$ cat src/rtl/serial_frame_pkg.sv
// Shared state encoding and width helper for the serial frame detector.
package serial_frame_pkg;

  typedef enum logic [2:0] {
    IDLE    = 3'd0,
    HUNT    = 3'd1,
    LEN     = 3'd2,
    PAYLOAD = 3'd3,
    DONE    = 3'd4
  } state_e;

  // Ceiling log2; callers pass max+1 to size a counter that must hold max.
  function automatic int unsigned CLOG2(input int unsigned value);
    int unsigned res;
    res = 0;
    for (int unsigned i = 0; i < 32; i++) begin
      if ((64'd1 << i) < 64'(value)) res = i + 1;
    end
    return res;
  endfunction

endpackage

$ cat src/rtl/serial_pattern_matcher.sv
// Header shift register with fill counter; flags a match only once PAT_W fresh bits are in.
module serial_pattern_matcher
  import serial_frame_pkg::*;
#(
  parameter int unsigned      PAT_W   = 4,
  parameter logic [PAT_W-1:0] PATTERN = 4'b1101
) (
  input  logic clock,
  input  logic rst,
  input  logic clear,
  input  logic shift_en,
  input  logic serialin,
  output logic match
);

  localparam int unsigned FILL_W = CLOG2(PAT_W);
  localparam logic [FILL_W-1:0] FILL_FULL = FILL_W'(PAT_W - 1);

  logic [PAT_W-1:0]  shreg_q;
  logic [PAT_W-1:0]  candidate;
  logic [PAT_W:0]    shift_ext;
  logic [FILL_W-1:0] fill_q;

  assign shift_ext = {shreg_q, serialin};
  assign candidate = shift_ext[PAT_W-1:0];

  // fill_q counts bits taken before the current one, saturating at PAT_W-1.
  always_ff @(posedge clock) begin
    if (!rst) begin
      shreg_q <= '0;
      fill_q  <= '0;
    end else if (clear) begin
      shreg_q <= '0;
      fill_q  <= '0;
    end else if (shift_en) begin
      shreg_q <= candidate;
      if (fill_q != FILL_FULL) fill_q <= fill_q + FILL_W'(1);
    end
  end

  assign match = shift_en && (fill_q == FILL_FULL) && (candidate == PATTERN);

endmodule

$ cat src/rtl/serial_frame_detector.sv
// Serial frame detector: hunts a header, reads a length field, forwards that many payload
// bits, and counts completed frames with a hunt timeout.
module serial_frame_detector
  import serial_frame_pkg::*;
#(
  parameter int unsigned      PAT_W    = 4,
  parameter logic [PAT_W-1:0] PATTERN  = 4'b1101,
  parameter int unsigned      LEN_W    = 4,
  parameter int unsigned      HUNT_MAX = 32,
  parameter int unsigned      CNT_W    = 8
) (
  input  logic             clock,
  input  logic             rst,
  input  logic             start,
  input  logic             serialin,
  output logic             serialout,
  output logic             out_valid,
  output logic             ready,
  output logic             timeout,
  output logic [CNT_W-1:0] frame_cnt
);

  localparam int unsigned HCNT_W = CLOG2(HUNT_MAX + 1);
  localparam int unsigned LCNT_W = CLOG2(LEN_W + 1);

  state_e             state_q, state_d;
  logic [HCNT_W-1:0]  hunt_cnt_q, hunt_cnt_d;
  logic [LCNT_W-1:0]  len_cnt_q, len_cnt_d;
  logic [LEN_W-1:0]   len_q, len_d;
  logic [LEN_W-1:0]   rem_q, rem_d;
  logic [LEN_W-1:0]   len_shift;
  logic [LEN_W:0]     len_ext;
  logic               serialout_q, serialout_d;
  logic               out_valid_q, out_valid_d;
  logic               timeout_q, timeout_d;
  logic [CNT_W-1:0]   frame_cnt_q, frame_cnt_d;
  logic               hunt_clear;
  logic               hunt_shift;
  logic               hunt_match;

  serial_pattern_matcher #(
    .PAT_W   (PAT_W),
    .PATTERN (PATTERN)
  ) u_matcher (
    .clock    (clock),
    .rst      (rst),
    .clear    (hunt_clear),
    .shift_en (hunt_shift),
    .serialin (serialin),
    .match    (hunt_match)
  );

  assign len_ext   = {len_q, serialin};
  assign len_shift = len_ext[LEN_W-1:0];

  always_comb begin
    state_d     = state_q;
    hunt_cnt_d  = hunt_cnt_q;
    len_cnt_d   = len_cnt_q;
    len_d       = len_q;
    rem_d       = rem_q;
    serialout_d = serialout_q;
    out_valid_d = 1'b0;
    timeout_d   = 1'b0;
    frame_cnt_d = frame_cnt_q;
    hunt_clear  = 1'b0;
    hunt_shift  = 1'b0;

    unique case (state_q)
      IDLE: begin
        if (start) begin
          state_d    = HUNT;
          hunt_cnt_d = '0;
          hunt_clear = 1'b1;
        end
      end
      HUNT: begin
        hunt_shift = 1'b1;
        hunt_cnt_d = hunt_cnt_q + HCNT_W'(1);
        // A match on the last permitted bit takes priority over the timeout.
        if (hunt_match) begin
          state_d   = LEN;
          len_cnt_d = '0;
          len_d     = '0;
        end else if (hunt_cnt_q == HCNT_W'(HUNT_MAX - 1)) begin
          state_d   = IDLE;
          timeout_d = 1'b1;
        end
      end
      LEN: begin
        len_d     = len_shift;
        len_cnt_d = len_cnt_q + LCNT_W'(1);
        if (len_cnt_q == LCNT_W'(LEN_W - 1)) begin
          rem_d   = len_shift;
          state_d = (len_shift == '0) ? DONE : PAYLOAD;
        end
      end
      PAYLOAD: begin
        serialout_d = serialin;
        out_valid_d = 1'b1;
        rem_d       = rem_q - LEN_W'(1);
        if (rem_q == LEN_W'(1)) state_d = DONE;
      end
      DONE: begin
        if (frame_cnt_q != {CNT_W{1'b1}}) frame_cnt_d = frame_cnt_q + CNT_W'(1);
        state_d = IDLE;
      end
      default: state_d = IDLE;
    endcase
  end

  always_ff @(posedge clock) begin
    if (!rst) begin
      state_q     <= IDLE;
      hunt_cnt_q  <= '0;
      len_cnt_q   <= '0;
      len_q       <= '0;
      rem_q       <= '0;
      serialout_q <= 1'b0;
      out_valid_q <= 1'b0;
      timeout_q   <= 1'b0;
      frame_cnt_q <= '0;
    end else begin
      state_q     <= state_d;
      hunt_cnt_q  <= hunt_cnt_d;
      len_cnt_q   <= len_cnt_d;
      len_q       <= len_d;
      rem_q       <= rem_d;
      serialout_q <= serialout_d;
      out_valid_q <= out_valid_d;
      timeout_q   <= timeout_d;
      frame_cnt_q <= frame_cnt_d;
    end
  end

  assign ready     = (state_q == IDLE);
  assign serialout = serialout_q;
  assign out_valid = out_valid_q;
  assign timeout   = timeout_q;
  assign frame_cnt = frame_cnt_q;

endmodule
$ cat config.mk
export PLATFORM = sky130hd
export DESIGN_NAME = serial_frame_detector
export DESIGN_NICKNAME = d
export VERILOG_FILES = /design/src/rtl/serial_frame_pkg.sv /design/src/rtl/serial_pattern_matcher.sv /design/src/rtl/serial_frame_detector.sv
export SDC_FILE = /design/constraint.sdc
export NUM_CORES = 1
export LEC_CHECK = 0
export BUFFER_PORTS_ARGS = -buffer_cell sky130_fd_sc_hd__buf_4
export CORE_UTILIZATION = 44
export CTS_CLUSTER_SIZE = 20
export DETAILED_ROUTE_END_ITERATION = 10
export GPL_TIMING_DRIVEN = 0
export PLACE_DENSITY = 0.62
export SYNTH_ARGS = -nofsm -noshare
export SYNTH_HDL_FRONTEND = slang
export SYNTH_SLANG_ARGS = --single-unit
$ cat constraint.sdc
create_clock -name clock -period 1.47 [get_ports clock]
set_clock_uncertainty 0.05 [all_clocks]
set_input_delay 0.294 -clock clock [delete_from_list [all_inputs] [get_ports clock]]
set_output_delay 0.294 -clock clock [all_outputs]
set_load 0.005 [all_outputs]
After elaboration in Yosys (flattened, before gate mapping)
Cells that the tools add are included.
{"block": "word_totals", "reg_bits": 35, "inputBits": 4, "output_inout_bits": 12, "elab_cells": 69}
{"block": "op_classes", "add_sub_neg": 5, "n_eq_ne": 16, "muxes": 20, "n_bitwise": 2, "n_reduce_logical": 15}
{"operator": "3-bit two-way mux", "count": 8}
{"operator": "3-bit one-hot mux with 2 select lines", "count": 2}
{"operator": "3-bit one-hot mux with 4 select lines", "count": 1}
{"operator": "6-bit one-hot mux with 2 select lines", "count": 1}
{"operator": "2-bit != test (second input constant)", "count": 5}
{"operator": "2-bit AND reduction", "count": 5}
{"operator": "3-bit by 2-bit == test with 1-bit output (second input constant)", "count": 3}
{"operator": "8-bit by 1-bit adder with 8-bit output (second input constant)", "count": 1}
{"operator": "8-bit != test (second input constant)", "count": 1}
{"operator": "4-bit one-hot mux with 2 select lines", "count": 1}
{"operator": "6-bit by 1-bit adder with 6-bit output (second input constant)", "count": 1}
{"operator": "6-bit by 5-bit == test with 1-bit output (second input constant)", "count": 1}
{"operator": "6-bit two-way mux", "count": 1}
{"operator": "2-bit nonzero test", "count": 3}
{"operator": "1-bit two-way mux", "count": 5}
{"operator": "4-bit by 1-bit == test with 1-bit output (second input constant)", "count": 1}
{"operator": "4-bit == test (second input constant)", "count": 1}
{"operator": "4-bit zero test", "count": 1}
{"operator": "4-bit two-way mux", "count": 1}
{"operator": "4-bit AND reduction", "count": 1}
{"operator": "4-bit by 1-bit subtractor with 4-bit output (second input constant)", "count": 1}
{"operator": "3-bit by 1-bit adder with 3-bit output (second input constant)", "count": 1}
{"operator": "3-bit by 1-bit == test with 1-bit output (second input constant)", "count": 1}
{"operator": "3-bit == test (second input constant)", "count": 1}
{"operator": "other kinds (8)", "count": 10}

Longest topological paths before layout
Gate-level depths: netlist (run 1).
{"block": "logic_depth", "depth_word": 6, "depth_mapped": 6}

Cells and area by module
A second synthesis (run 1) with hierarchy kept.
{"block": "hier_totals", "hier_cells": 198, "hier_area_um2": 1774.2}
{"mod": "serial_frame_detector", "instances": 1, "cells_per_inst": 177, "area_each_um2": 1555.2, "seq_area_each_um2": 600.6}
{"mod": "serial_pattern_matcher", "instances": 1, "cells_per_inst": 21, "area_each_um2": 219.0, "seq_area_each_um2": 100.1}

Worst setup path before layout (run 1)
No wires, ideal clock.
{"block": "synth_timing", "path_kind": "flip-flop to flip-flop", "from": "reg hunt_cnt_q[0]", "to": "reg state_q[0]", "setup_ps": 120, "arrival_ps": 1435, "t_required_ps": 1300, "path_slack_ps": -134, "stages_incl_launch_ff": 6, "n_path_buf": 0, "synth_period_minus_slack_ps": 1604, "cell_sequence": "dfxtp_1 -> ha_1 -> nand3_1 -> or3b_1 -> a21o_1 -> o31a_1"}
{"block": "synth_between", "elab_chain_cells": 3}
{"item": "from (decl)", "line_no": "serial_frame_detector.sv:27", "rtl": "logic [HCNT_W-1:0] hunt_cnt_q, hunt_cnt_d;"}
{"item": "from (signal assigned)", "line_no": "serial_frame_detector.sv:125", "rtl": "hunt_cnt_q <= hunt_cnt_d;"}
{"item": "6-bit by 5-bit == test with 1-bit output", "line_no": "serial_frame_detector.sv:85", "rtl": "end else if (hunt_cnt_q == HCNT_W'(HUNT_MAX - 1)) begin"}
{"item": "3-bit != test (no source line)"}
{"item": "4-bit AND reduction (no source line)"}
{"item": "to (signal assigned)", "line_no": "serial_frame_detector.sv:124", "rtl": "state_q <= state_d;"}
{"item": "to (decl)", "line_no": "serial_frame_detector.sv:26", "rtl": "state_e state_q, state_d;"}
Every way passes these cells.
A chain may end at the register's enable or synchronous reset.

Final worst setup path (run 1)
{"block": "layout_timing", "from": "reg state_q[1]", "to": "out ready"}
{"block": "layout_between", "elab_chain_cells": 1}
{"item": "3-bit zero test", "line_no": "serial_frame_detector.sv:136", "rtl": "assign ready = (state_q == IDLE);"}
{"item": "to (decl)", "line_no": "serial_frame_detector.sv:18", "rtl": "output logic ready,"}
Every way passes these cells.

==> reports/results.ini, run 1 <==
[route]
drt_iter0_drc = 85
vias_per_cell = 5.47
drc_errors = 0
dr.pass1.iters = 4
drtAntennaViolNets = 0
wl_per_cell_um = 14.8
routed_wl_um = 4300
vias = 1592

[worst_setup_path]
cp_slowest_cell = dfxtp_2
crit_buf_inv = 3
path_max_fanout = 4
worstPathArrival_ns = 1.25
cpPeakStageDelay_ns = 0.33
critical_path_class = reg2out
worstPathCellList = buf_6 -> buf_6 -> nor3_4 -> buf_4
worstPathRequired_ns = 1.13
end_kind = primary output
path_delay_family = buffers and inverters
rrSetupSlack_ns = -0.09
startpoint_type = register
cpMostUsedCell = buf_6

[cells_and_area]
regArea_um2 = 726
multi_input_area_um2 = 1130
instances_no_fill = 291
diodes = 0
finalInstanceArea_um2 = 2410
fillers = 291
syn2layout_area_growth_pct = 46.9
drive_above_1_share_pct = 42.0
fin_util_pct = 69.6
nets = 255

[timing]
hold_viol_final = 0
fin_setup_tns_ns = -1.14
fin_crit_ns = 1.60
setup_slack_ns = -0.126
rsz0062_at_grt = true
slew-limit-headroom_pct = 66.7
finalSetupViolations = 20
drv_slew = 0
max_slew.worst_pin.slew_ns = 0.500
max_clock_freq_mhz = 627
timing.final.crit_share_pct = 109

[placed_design]
dp_hpwl_um = 2660
place_inst = 255
gp_congestion = 0.793
post_dp_cell_area_um2 = 1870
io_buffers = 15

[cts]
cts_buffers = 5
cts.sink_count = 35
cts_max_level = 2
clk_latency_ns = 0.29
clockBufferDepth = 2
cts_hold_buf = 0
cts_tree = built
cts_root_buffer = clkbuf_8
clk_pin_slew_ns = 0.07

[logic_synthesis]
syn_avg_cell_area_um2 = 8.47
yosysWarnings = 0
synth_area_um2 = 1640
synth_seq_cells = 35
synthFlopType = dfxtp_1
synth_edf_count = 0
synthArstFlopShare_pct = 0
synth_nets = 205
seq_area_frac_synth_pct = 42.7
synth_cell_types = 42
synthCells = 194

[floorplanning]
io_pins = 16
dieHeight_um = 63.1
dieArea_um2 = 3980
start_util_pct = 47.4
core_um2 = 3470
die_width_um = 63.1
rows = 21

[run]
cap_violations = 0

[status]
violations = setup timing
status = complete, but fails checks

[pwr]
p_leak_nw = 0.908
p_comb_share_pct = 9.7
switching_share_pct = 24.8
p_per_area_nw_per_um2 = 754
p_int_mw = 1.37
p_sw_mw = 0.452
vdd_drop_max_uv = 514
seq_power_share_pct = 53.2
power.share.clock_pct = 37.0

[global_routing]
grt_pass1_wl_um = 6440
gr-total-overflow = 0
antenna_found_initial = 0
grt.total_usage_pct = 21.0
grt_pass1_vias = 1425
grt_max_degree = 11

[hold_path]
hold_path.class = in2reg

==> layer usage <==
layer	wire length (um)	global-route usage, %	up-vias
li1	-	-	803
met1	2020	25.7	765
met2	2120	35.3	18
met3	106	5.43	6
met4	55	6.98	0
met5	0	0	-
==> layout by cell type (no fill, tap or decap), types with 3 or more instances in the layout <==
cell type	count
a21oi_1	12
a21oi_2	7
a22oi_2	3
and2_1	3
buf_4	38
buf_6	7
clkbuf_1	4
clkbuf_8	5
dfxtp_1	23
dfxtp_2	8
dfxtp_4	4
ha_4	4
inv_1	6
mux2i_1	3
nand2_1	20
nand3_1	4
nor2_1	19
nor2_2	3
nor3b_1	3
nor3b_4	3
o21ai_0	5
o21ai_1	8
or3_1	4
xor2_1	3
==> cells by family after synthesis <==
family	count (synthesis)	share of synthesized area, %
compound gates	53	20.0
xor+xnor	4	2.13
fa+ha+maj	7	5.33
buf+inv	13	3.27
flops	35	42.7
mux	3	1.83
simple gates	79	24.8
==> timing repair <==
| action | CTS | global route |
|---|---|---|
| endpoints found under the setup margin | 30 | 34 |
| buffers inserted | 18 | 9 |
| gates cloned | 1 | 0 |
| resized for setup | 34 | 30 |
| pin swaps | 14 | 17 |
==> sequential cells by signal, indices dropped and copies added, names as in the netlist <==
register,cells
frame_cnt,8
hunt_cnt_q,6
rem_q,4
len_cnt_q,3
len_q,3
state_q,3
u_matcher.shreg_q,3
u_matcher.fill_q,2
out_valid,1
serialout,1
timeout,1
==> through the flow <==
step	hold WS (ns)	power [mW]	setup slack (ns)
after detailed placement	0.402	1.12	-0.340
final	0.261	1.82	-0.126
after CTS	0.250	1.81	-0.0986
after global routing	0.268	1.89	-0.205
after global placement	0.397	1.11	-0.285
after floorplan	0.380	1.07	-0.0677
==> layout make-up <==
type	instances	share of cell area, %
Timing Repair Buffer	43	14.4
Clock buffer	7	3.16
Sequential cell	35	30.1
Tap cell	46	2.38
Multi-Input combinational cell	146	46.7
Clock inverter	1	0.207
Buffer	6	2.02
Inverter	7	1.09
==> final timing paths <==
path	startpoint	end	cells after the start
max	state_q[1]	ready	4
min	serialin	serialout	3
max reg2reg	state_q[1]	frame_cnt[7]	5
min reg2reg	serialout	serialout	2
==> cell usage after synthesis (2+ instances only) <==
cell	number	area [um2]
a21oi_1	19	95.1
a22oi_1	5	37.5
a31oi_1	2	12.5
and2_1	3	18.8
and3_1	2	12.5
buf_2	4	20.0
clkbuf_1	2	7.51
dfxtp_1	35	701
ha_1	7	87.6
inv_1	6	22.5
mux2i_1	3	30.0
nand2_1	21	78.8
nand3_1	6	30.0
nand3b_1	2	15.0
nor2_1	23	86.3
nor2b_1	2	12.5
nor3_1	3	15.0
nor3b_1	4	30.0
nor3b_2	2	25.0
o211ai_1	2	15.0
o21ai_0	6	30.0
o21ai_1	7	35.0
o31ai_1	2	15.0
or3_1	4	25.0
or3b_1	3	26.3
xor2_1	3	26.3
==> worst min-delay path, delay by kind of cell <==
family | cells | cell delay, ns
buffers and inverters | 1 | 0.15
AO/OA/AOI/OAI | 1 | 0.05
AND/OR/NAND/NOR | 1 | 0.06
==> power by group through the flow <==
stage	Sequential, mW	Clock [mW]	Combinational, mW
detailed placement	0.992	0	0.124
floorplan	0.989	0	0.0848
global placement	0.991	0	0.121
global route	0.971	0.728	0.191
CTS	0.966	0.684	0.160
finish	0.969	0.674	0.177
Note: power is estimated with default switching activity, not from simulation.
==> inputs of run 2 (changes only) <==
--- a/config.mk
+++ b/config.mk
@@ -6,6 +6,7 @@
 export NUM_CORES = 1
 export LEC_CHECK = 0
 export BUFFER_PORTS_ARGS = -buffer_cell sky130_fd_sc_hd__buf_4
+export CORE_ASPECT_RATIO = 1.75
 export CORE_UTILIZATION = 44
 export CTS_CLUSTER_SIZE = 20
 export DETAILED_ROUTE_END_ITERATION = 10
==> run 2 against run 1 <==
  * The flow still finishes with violations (setup timing)
  * Final cell count grew 0.34%
  * Fmax fell by 0.27%
  * Via count up 2.3%
  * Die area grew 0.24%
  * Final area is 2.1% higher
  * Hold slack got worse by 0.036 ns
  * Core utilization decreased by 1.0 points
  * Critical path depth grew 2
  * Register-to-register slack worse by 0.04 ns
  * Global-route usage rose by 2.3 points
  * Combinational power about the same
  * Count of clock-buffer cells in the layout decreased by 1
  * Critical path type is now reg2reg
==> reports/results.ini, run 2 (synthesis gave the netlist of run 1 again) <==
[worst_setup_path]
path_max_fanout = 7  ; +3
worstPathRequired_ns = 1.64  ; +0.51 ns
rrSetupSlack_ns = -0.13  ; -0.04 ns
r2r-end = frame_cnt[4]
critical_path_class = reg2reg
worstReg2RegStart = state_q[1]
r2r_cells = 6  ; +1
end_kind = register
startpoint_type = register
worstPathArrival_ns = 1.77  ; +0.52 ns

[floorplanning]
start_util_pct = 45.7  ; -1.6 points
rows = 29  ; +38%
core_um2 = 3590  ; +3.6%
dieHeight_um = 82.8  ; +31%
dieArea_um2 = 3990  ; +0.24%
io_pins = 16  ; unchanged
die_width_um = 48.2  ; -24%

[timing]
fin_setup_tns_ns = -0.891  ; +0.253 ns
hold_viol_final = 0  ; unchanged
drv_slew = 0  ; unchanged
rsz0062_at_grt = true
fin_crit_ns = 1.60  ; +0.00432 ns
hold_ws_ns = 0.225  ; -0.0356 ns
slew-limit-headroom_pct = 50.8  ; -16 points
timing.final.crit_share_pct = 109  ; +0.29 points
finalSetupViolations = 15  ; -25%
max_clock_freq_mhz = 625  ; -0.27%
setup_slack_ns = -0.130  ; -0.00432 ns
max_slew.worst_pin.slew_ns = 0.731  ; +0.231 ns

[status]
status = complete, but fails checks
violations = setup timing

[hold_path]
hold_end = hunt_cnt_q[3]
min_from = rst
hold-path-cell-count = 3  ; unchanged
hold_path.class = in2reg

[global_routing]
grt_pass1_vias = 1611  ; +13%
grt.total_usage_pct = 23.2  ; +2.3 points
antenna_found_initial = 0  ; unchanged
grt_max_degree = 11  ; unchanged
grt_pass1_wl_um = 6840  ; +6.3%
gr-total-overflow = 0  ; unchanged

[route]
wl_per_cell_um = 15.2  ; +3.1%
vias = 1628  ; +2.3%
drc_errors = 0  ; unchanged
dr.pass1.iters = 4  ; unchanged
vias_per_cell = 5.58  ; +1.9%
drtAntennaViolNets = 0  ; unchanged
routed_wl_um = 4450  ; +3.4%
drt_iter0_drc = 34  ; -60%

[cts]
cts_hold_buf = 0  ; unchanged
cts_buffers = 5  ; unchanged
cts_tree = built
cts.sink_count = 35  ; unchanged
clockBufferDepth = 2  ; unchanged
clk_latency_ns = 0.29  ; about the same
cts_root_buffer = clkbuf_8
cts_max_level = 2  ; unchanged
clk_pin_slew_ns = 0.07  ; about the same

[cells_and_area]
drive_above_1_share_pct = 45.1  ; +3.1 points
fin_util_pct = 68.6  ; -1.0 points
nets = 257  ; +0.78%
layout_commonest_cell = buf_4
regArea_um2 = 723  ; -0.34%
diodes = 0  ; unchanged
multi_input_area_um2 = 1150  ; +2.6%
largest_register_ffs = 8  ; unchanged
syn2layout_area_growth_pct = 50.0
fillers = 286  ; -1.7%
final_cell_mix = buf_4, dfxtp_1, nor2_1, nand2_1, a21oi_1

[run]
cap_violations = 0  ; unchanged

[placed_design]
io_buffers = 15  ; unchanged
dp_hpwl_um = 2690  ; +1.1%
gp_congestion = 0.860  ; +8.4%
dp_slack_ns = -0.320  ; +0.0196 ns

[pwr]
p_per_area_nw_per_um2 = 755  ; +0.18%
p_leak_nw = 0.935  ; +2.9%
vdd_drop_max_uv = 884  ; +72%
power_mw = 1.86  ; +2.3%

[run 2: cell types whose count changed in the layout (fill, tap and decap cells not counted), sizes merged]
cell,before,now
buf,47,49
clkbuf,9,8
[run 2: per-layer routing]
layer,up-vias,part of all wire (%),global-route usage [%]
met2,24,59,39.8
met4,0,1.9,10.6
met5,-,0,0
met1,795,36,24.4
li1,800,-,-
met3,9,2.5,5.65
[run 2: timing repair]
action                                 4_1_cts  5_1_grt
buffers inserted                            23        8
setup endpoints to repair                   28       31
resized for setup                           30       40
pin swaps                                   17       14
endpoints found under the hold margin        0        0
[run 2: how the worst max path moves through the flow]
stage / slack (ns) / to / cells after the start / start
after CTS: -0.14 / frame_cnt[6] / 5 / state_q[1]
after detailed placement: -0.32 / len_cnt_q[1] / 4 / state_q[0]
final: -0.13 / frame_cnt[4] / 6 / state_q[1]
after global routing: -0.19 / frame_cnt[6] / 5 / state_q[1]
after global placement: -0.29 / len_cnt_q[1] / 5 / state_q[0]
after floorplan: -0.07 / state_q[0] / 5 / hunt_cnt_q[1]
[run 2: report_power, final]
part / internal [mW] / switching, mW / total, mW
clock network: 0.368 / 0.345 / 0.712
logic: 0.0826 / 0.0963 / 0.179
registers: 0.957 / 0.0126 / 0.970
[run 2: final cells by class]
type,instances,share of cell area [%]
clock buffer,6,3.35
multi-input combinational,146,46.9
inverter,7,1.07
buffer,5,1.52
timing repair buffer,46,15.3
tap,46,2.34
clock inverter,1,0.203
sequential,35,29.4
[run 2: critical path, cell delays in order, from the launching register on]
cell,delay (ns)
dfxtp_2,0.32
buf_6,0.13
nor3b_4,0.27
o31ai_4,0.14
buf_12,0.15
or3_4,0.32
a21oi_2,0.15
[run 2: through the flow]
| step | std cells | instance area (um2) |
|---|---|---|
| final | 292 | 2460 |
| after global routing | 292 | 2460 |
| after CTS | 285 | 2270 |
| after detailed placement | 255 | 1870 |
| after global placement | 255 | 1870 |
| after floorplan | 194 | 1700 |
